===== src/rtl/prefix_sum_stage.sv =====
// rtl/prefix_sum_stage.sv - pipelined Kogge-Stone adder stage, one prefix level per register stage
module prefix_sum_stage #(
  parameter int W = 7
) (
  input  logic         clk,
  input  logic         rst,
  input  logic         in_valid,
  output logic         in_ready,
  input  logic [W-1:0] a_prim,
  input  logic [W-1:0] b_prim,
  output logic         out_valid,
  input  logic         out_ready,
  output logic [W-1:0] sum,
  output logic         cout,
  output logic         busy
);
  localparam int LEVELS = $clog2(W);

  logic         en;
  logic [W-1:0] b_eff;
  logic         v_q [LEVELS];
  logic [W-1:0] g_q [LEVELS];
  logic [W-1:0] p_q [LEVELS];
  logic [W-1:0] x_q [LEVELS];
  logic [W-1:0] g_d [LEVELS];
  logic [W-1:0] p_d [LEVELS];
  logic [W-1:0] g_fin;
  logic [W-1:0] sum_d;

  // One Kogge-Stone level; shifting by d lines up bit i with bit i-d, low d bits pass through.
  function automatic logic [W-1:0] lvl_g(input logic [W-1:0] g, input logic [W-1:0] p, input int d);
    lvl_g = g | (p & (g << d));
  endfunction

  function automatic logic [W-1:0] lvl_p(input logic [W-1:0] p, input int d);
    lvl_p = p & ((p << d) | ~({W{1'b1}} << d));
  endfunction

  assign en       = ~out_valid | out_ready;
  assign in_ready = en;
  // Masking (not dropping) bit 0 keeps an X there from reaching any downstream logic.
  assign b_eff    = {b_prim[W-1:1], b_prim[0] & 1'b0};

  always_comb begin
    g_d[0] = a_prim & b_eff;
    p_d[0] = a_prim | b_eff;
    for (int k = 1; k < LEVELS; k++) begin
      g_d[k] = lvl_g(g_q[k-1], p_q[k-1], 1 << (k - 1));
      p_d[k] = lvl_p(p_q[k-1], 1 << (k - 1));
    end
    g_fin = lvl_g(g_q[LEVELS-1], p_q[LEVELS-1], 1 << (LEVELS - 1));
    sum_d = x_q[LEVELS-1] ^ {g_fin[W-2:0], 1'b0};
  end

  always_ff @(posedge clk) begin
    if (rst) begin
      for (int k = 0; k < LEVELS; k++) begin
        v_q[k] <= 1'b0;
        g_q[k] <= '0;
        p_q[k] <= '0;
        x_q[k] <= '0;
      end
      out_valid <= 1'b0;
      sum       <= '0;
      cout      <= 1'b0;
    end else if (en) begin
      v_q[0] <= in_valid;
      if (in_valid) begin
        g_q[0] <= g_d[0];
        p_q[0] <= p_d[0];
        x_q[0] <= a_prim ^ b_eff;
      end
      for (int k = 1; k < LEVELS; k++) begin
        v_q[k] <= v_q[k-1];
        if (v_q[k-1]) begin
          g_q[k] <= g_d[k];
          p_q[k] <= p_d[k];
          x_q[k] <= x_q[k-1];
        end
      end
      out_valid <= v_q[LEVELS-1];
      if (v_q[LEVELS-1]) begin
        sum  <= sum_d;
        cout <= g_fin[W-1];
      end
    end
  end

  always_comb begin
    busy = out_valid;
    for (int k = 0; k < LEVELS; k++) busy = busy | v_q[k];
  end
endmodule


===== config.mk =====
export PLATFORM = sky130hd
export DESIGN_NAME = prefix_sum_stage
export DESIGN_NICKNAME = d
export VERILOG_FILES = /design/src/rtl/prefix_sum_stage.sv
export SDC_FILE = /design/constraint.sdc
export NUM_CORES = 1
export LEC_CHECK = 0
export ABC_AREA = 1
export CAP_MARGIN = 20
export CORE_MARGIN = 3
export CORE_UTILIZATION = 56
export DETAILED_ROUTE_END_ITERATION = 12
export PLACE_DENSITY = 0.79
export SLEW_MARGIN = 5
export SYNTH_ARGS = -nofsm -noshare
export SYNTH_HDL_FRONTEND = slang
export SYNTH_SLANG_ARGS = --single-unit
export TNS_END_PERCENT = 50

===== constraint.sdc =====
create_clock -name clk -period 2.75 [get_ports clk]
set_input_delay 0.55 -clock clk [delete_from_list [all_inputs] [get_ports clk]]
set_output_delay 0.55 -clock clk [all_outputs]
set_load 0.005 [all_outputs]

; After elaboration in Yosys (flattened, before gate mapping)
; Memories as Yosys holds them, arrays and structs flattened.
; Cells that the tools add are included.
[word_totals]
ff_bits = 9
latchBits = 0
ramBits = 66
romBits = 0
input_bits = 18
mem_count = 4
[mem_list]
columns = memory, words, width, rd, rd_clocked_by_memory_dff, wr, line_no
row1 = g_q, 3, 7, 3, 0, 3, 22  ; logic [W-1:0] g_q [LEVELS];
row2 = p_q, 3, 7, 3, 0, 3, 23  ; logic [W-1:0] p_q [LEVELS];
row3 = x_q, 3, 7, 3, 0, 3, 24  ; logic [W-1:0] x_q [LEVELS];
row4 = v_q, 3, 1, 3, 0, 3, 21  ; logic v_q [LEVELS];
[classes]
addsub = 0
n_mul = 0
n_div = 0
n_lt_le_gt_ge = 0
n_eq_ne = 0
n_shift = 0
n_mux = 29
bitwise = 29
n_reduce_logical = 1
[op_table]
columns = operator, count
row1 = 7-bit two-way mux, 9
row2 = 7-bit bitwise AND, 6
row3 = 7-bit OR, 4
row4 = 1-bit two-way mux, 20
row5 = 1-bit OR, 16
row6 = 7-bit XOR, 2
row7 = 2-bit AND reduction, 1
row8 = 1-bit NOT, 1

; Longest topological paths before layout
[logic_depth]
word_depth = 6
depth_mapped = 7
mapped_depth_nobuf = 6

; Worst setup path after synthesis
; No wires, ideal clock.
[synth_path]
path_type = in2reg
start = input port in_valid
end = memory g_q[0][1], enable pin
setup_time_ps = 418
arrival_time_ps = 1910
required_ps = 2332
slack_ps = 422
cell_stages = 2
cell_sequence = inv_1 o21ai_0
[synth_lines]
columns = item, line_no
row1 = start: declaration, 7  ; input logic in_valid,
row2 = end: declaration, 22

; Final worst setup path
[layout_path]
start = input port out_ready
end = output port in_ready
[layout_between]
elab_chain_len = 1
[layout_rtl]
columns = item, line_no
row1 = start: declaration, 12  ; input logic out_ready,
row2 = 1-bit OR, 39  ; assign en = ~out_valid | out_ready;
row3 = end: declaration, 8  ; output logic in_ready,
; Every way passes these cells.

==> results.toml <==
[synth]
syn_inst = 255
syn_nets = 284
syn_area_per_cell_sq_um = 10.72
syn_area_sq_um = 2733
synth_cell_types = 20
ys_seq_elements = 62
ys.warnings.count = 0
yosysSeqAreaShare = 0.6484

[placement]
dp_hpwl_mm = 2.293
place.gp.congestion = 0.7442
port_buffers = 27
placed_area_sq_um = 3054

[layout]
antennaDiodeCount = 0
fillCellCount = 331
fin_nets = 319
syn_to_final_growth_pct = 19.28
design_area_sq_um = 3259
layout-drive-gt1-share = 0.09153

[clocking]
cts-buffers-inserted = 9
insertion_delay_ps = 330
cts.path.max_buffers = 2
hold_buffers = 0
h-tree-depth = 3
cts-resized-gates = 0
root_buffer = "clkbuf_8"
cts_tree = "yes"
cts_setup_buffers = 0
tritoncts_num_sinks = 62
clk_pin_slew_worst_paths_ps = 60

[drt]
wl_per_cell_um = 9.644
dr.pass1.iters = 4
wl_mm = 3.472
drc = 0
vias = 1615
ant_nets = 0
viasPerCell = 4.486
drt_iter0_drc = 73

[timing]
drv_slew = 0
hold_viol_final = 0
setup_viol_count_final = 0
worst_pin_slew_ps = 311.4
setup_tns_ps = 0
skew_ps = 3.737
period_share = 0.8360
slew_headroom = 0.7922
period_needed_ps = 2299
rsz0062_at_grt = "no"
fmax_mhz = 435.0

[die]
start_util = 0.6026
ios = 29
dieWidth_um = 75.86
core-area_sq_um = 4534
dieArea_sq_um = 5754
die_y_um = 75.86
row_count = 24

[pwr]
netSwitchingFraction = 0.2089
seqPwrFrac = 0.531
switching_power_w = 0.0004493
irDropWorstVdd_v = 0.0002637
p_per_area_nw_per_um2 = 659.7
power_w = 0.002150
leakagePower_nw = 1.409
clockPowerShare = 0.381
p_comb_frac = 0.089
p_int_w = 0.001701

[critical_path]
crit_buf_inv = 3
crit_slowest_cell = "clkdlybuf4s50_1"
cp-end-kind = "output pin"
critPathLaunchType = "input port"
critPathMaxFanout = 3
cp_cell_sequence = "clkdlybuf4s50_1 -> inv_1 -> nand2_2 -> clkdlybuf4s50_1"
path_class = "input port to output pin"
cp.arrival_ps = 1750
slowest_delay_ps = 530
cpMostUsedCell = "clkdlybuf4s50_1"
required_ps = 2200
path_delay_family = "buffers and inverters"

[grt]
grt_max_degree = 51
track_usage = 0.1384
antenna_found_initial = 0
gr-total-overflow = 0
grt_pass1_wl_mm = 5.616
first_global_vias = 1447

[outcome]
status = "finished clean"

[flow_run]
cap_violations = 0

[worst_hold_path]
hold_path.class = "flop to flop"
synth_stat cells:
master,n,area share
a21oi_1,12,0.022
buf_2,1,0.0018
buf_6,6,0.025
dfxtp_1,9,0.066
edfxtp_1,53,0.58
ha_1,11,0.050
inv_1,55,0.076
inv_2,1,0.0014
nand2_1,22,0.030
nand2_2,2,0.0046
nand3_1,1,0.0018
nand4_1,1,0.0023
nor2_1,64,0.088
nor2_2,4,0.0092
nor2_4,2,0.0082
nor3_1,1,0.0018
o21ai_0,4,0.0073
o21ai_1,1,0.0018
o31ai_4,1,0.0078
xor2_1,4,0.013
final cells by class:
class	instances	area [sq um]	share of cell area
clock buffer	11	131.4	0.04031
clock inverter	5	73.82	0.02265
inverter	56	210.2	0.06449
multi-input combinational	130	678.2	0.2081
sequential	62	1772	0.5436
tap	65	81.33	0.02495
timing repair buffer	31	312.8	0.09597
through the flow:
step / util / hold WS (ps) / setup slack [ps] / instances
6_report: 0.7188 / 470.5 / 451.1 / 360
5_1_grt: 0.7188 / 510.6 / 411.8 / 360
4_1_cts: 0.7188 / 471.6 / 449.0 / 360
3_5_place_dp: 0.6736 / 454.9 / 455.7 / 344
3_3_place_gp: 0.6736 / 450.4 / 473.7 / 344
2_1_floorplan: - / 439.2 / 422.1 / 255
registers in the layout, summed over array words and instances (netlist names):
| name | cells |
|---|---|
| v_q | 3 |
| p_q | 11 |
| cout | 1 |
| g_q | 18 |
| out_valid | 1 |
| x_q | 21 |
| sum | 7 |
power by group through the flow:
stage | sequential (W) | combinational, W | clock (W)
2_1_floorplan | 0.00116 | 0.000127 | 0
3_5_place_dp | 0.00116 | 0.000190 | 0
6_report | 0.00114 | 0.000191 | 0.000819
4_1_cts | 0.00114 | 0.000193 | 0.000840
5_1_grt | 0.00115 | 0.000219 | 0.000876
3_3_place_gp | 0.00116 | 0.000186 | 0
worst register-to-register path, stage by stage, from the launching register on:
cell and delay (ps):
dfxtp_1 400, inv_2 70, nor2_4 160, nor2_4 60, o31ai_4 70, buf_12 270
nor2_1 90
layer usage:
layer,track usage,routed length (um),vias to the layer above
met1,0.1275,1416,706
met4,0.09126,64,0
met5,0,0,-
li1,-,-,864
met2,0.2462,1813,38
met3,0.05673,177,7
placed cells by master, fill, tap and decap left out:
cell,netlist,layout
nand3_1,1,1
inv_2,1,1
bufinv_16,0,2
buf_12,0,1
clkbuf_1,0,2
buf_4,0,3
ha_1,11,11
clkdlybuf4s50_1,0,27
o21ai_1,1,4
nor2_1,64,64
nor2_2,4,4
xor2_1,4,4
nand2_2,2,2
nand4_1,1,1
nor2_4,2,2
inv_1,55,55
edfxtp_1,53,53
clkbuf_8,0,9
a21oi_1,12,12
clkinv_2,0,2
nand2_1,22,22
nor3_1,1,1
o31ai_4,1,1
dfxtp_1,9,9
clkinv_1,0,1
o21ai_0,4,1
cell families (layout without fill, tap and decap cells):
| family | after synthesis | count (layout) | share of synthesized area |
|---|---|---|---|
| AND/OR/NAND/NOR | 97 | 97 | 0.1461 |
| buffers and inverters | 63 | 103 | 0.1035 |
| flip-flops | 62 | 62 | 0.6484 |
| AO/OA/AOI/OAI | 18 | 18 | 0.03892 |
| adder cells (fa/ha/maj) | 11 | 11 | 0.05037 |
| XOR/XNOR | 4 | 4 | 0.01282 |
final timing paths:
check | start | to | slack [ps] | cells past startpoint
worst min-delay path | g_q[0][20]$_SDFFCE_PN0P_ | cout$_SDFFE_PP0P_ | 470 | 2
worst min register to register | g_q[0][20]$_SDFFCE_PN0P_ | cout$_SDFFE_PP0P_ | 470 | 2
worst max-delay path | out_ready | in_ready | 450 | 4
worst max register to register | out_valid$_SDFFE_PP0P_ | p_q[0][19]$_SDFFCE_PN0P_ | 1370 | 6
No activity file was read; power rests on OpenSTA's default activity.
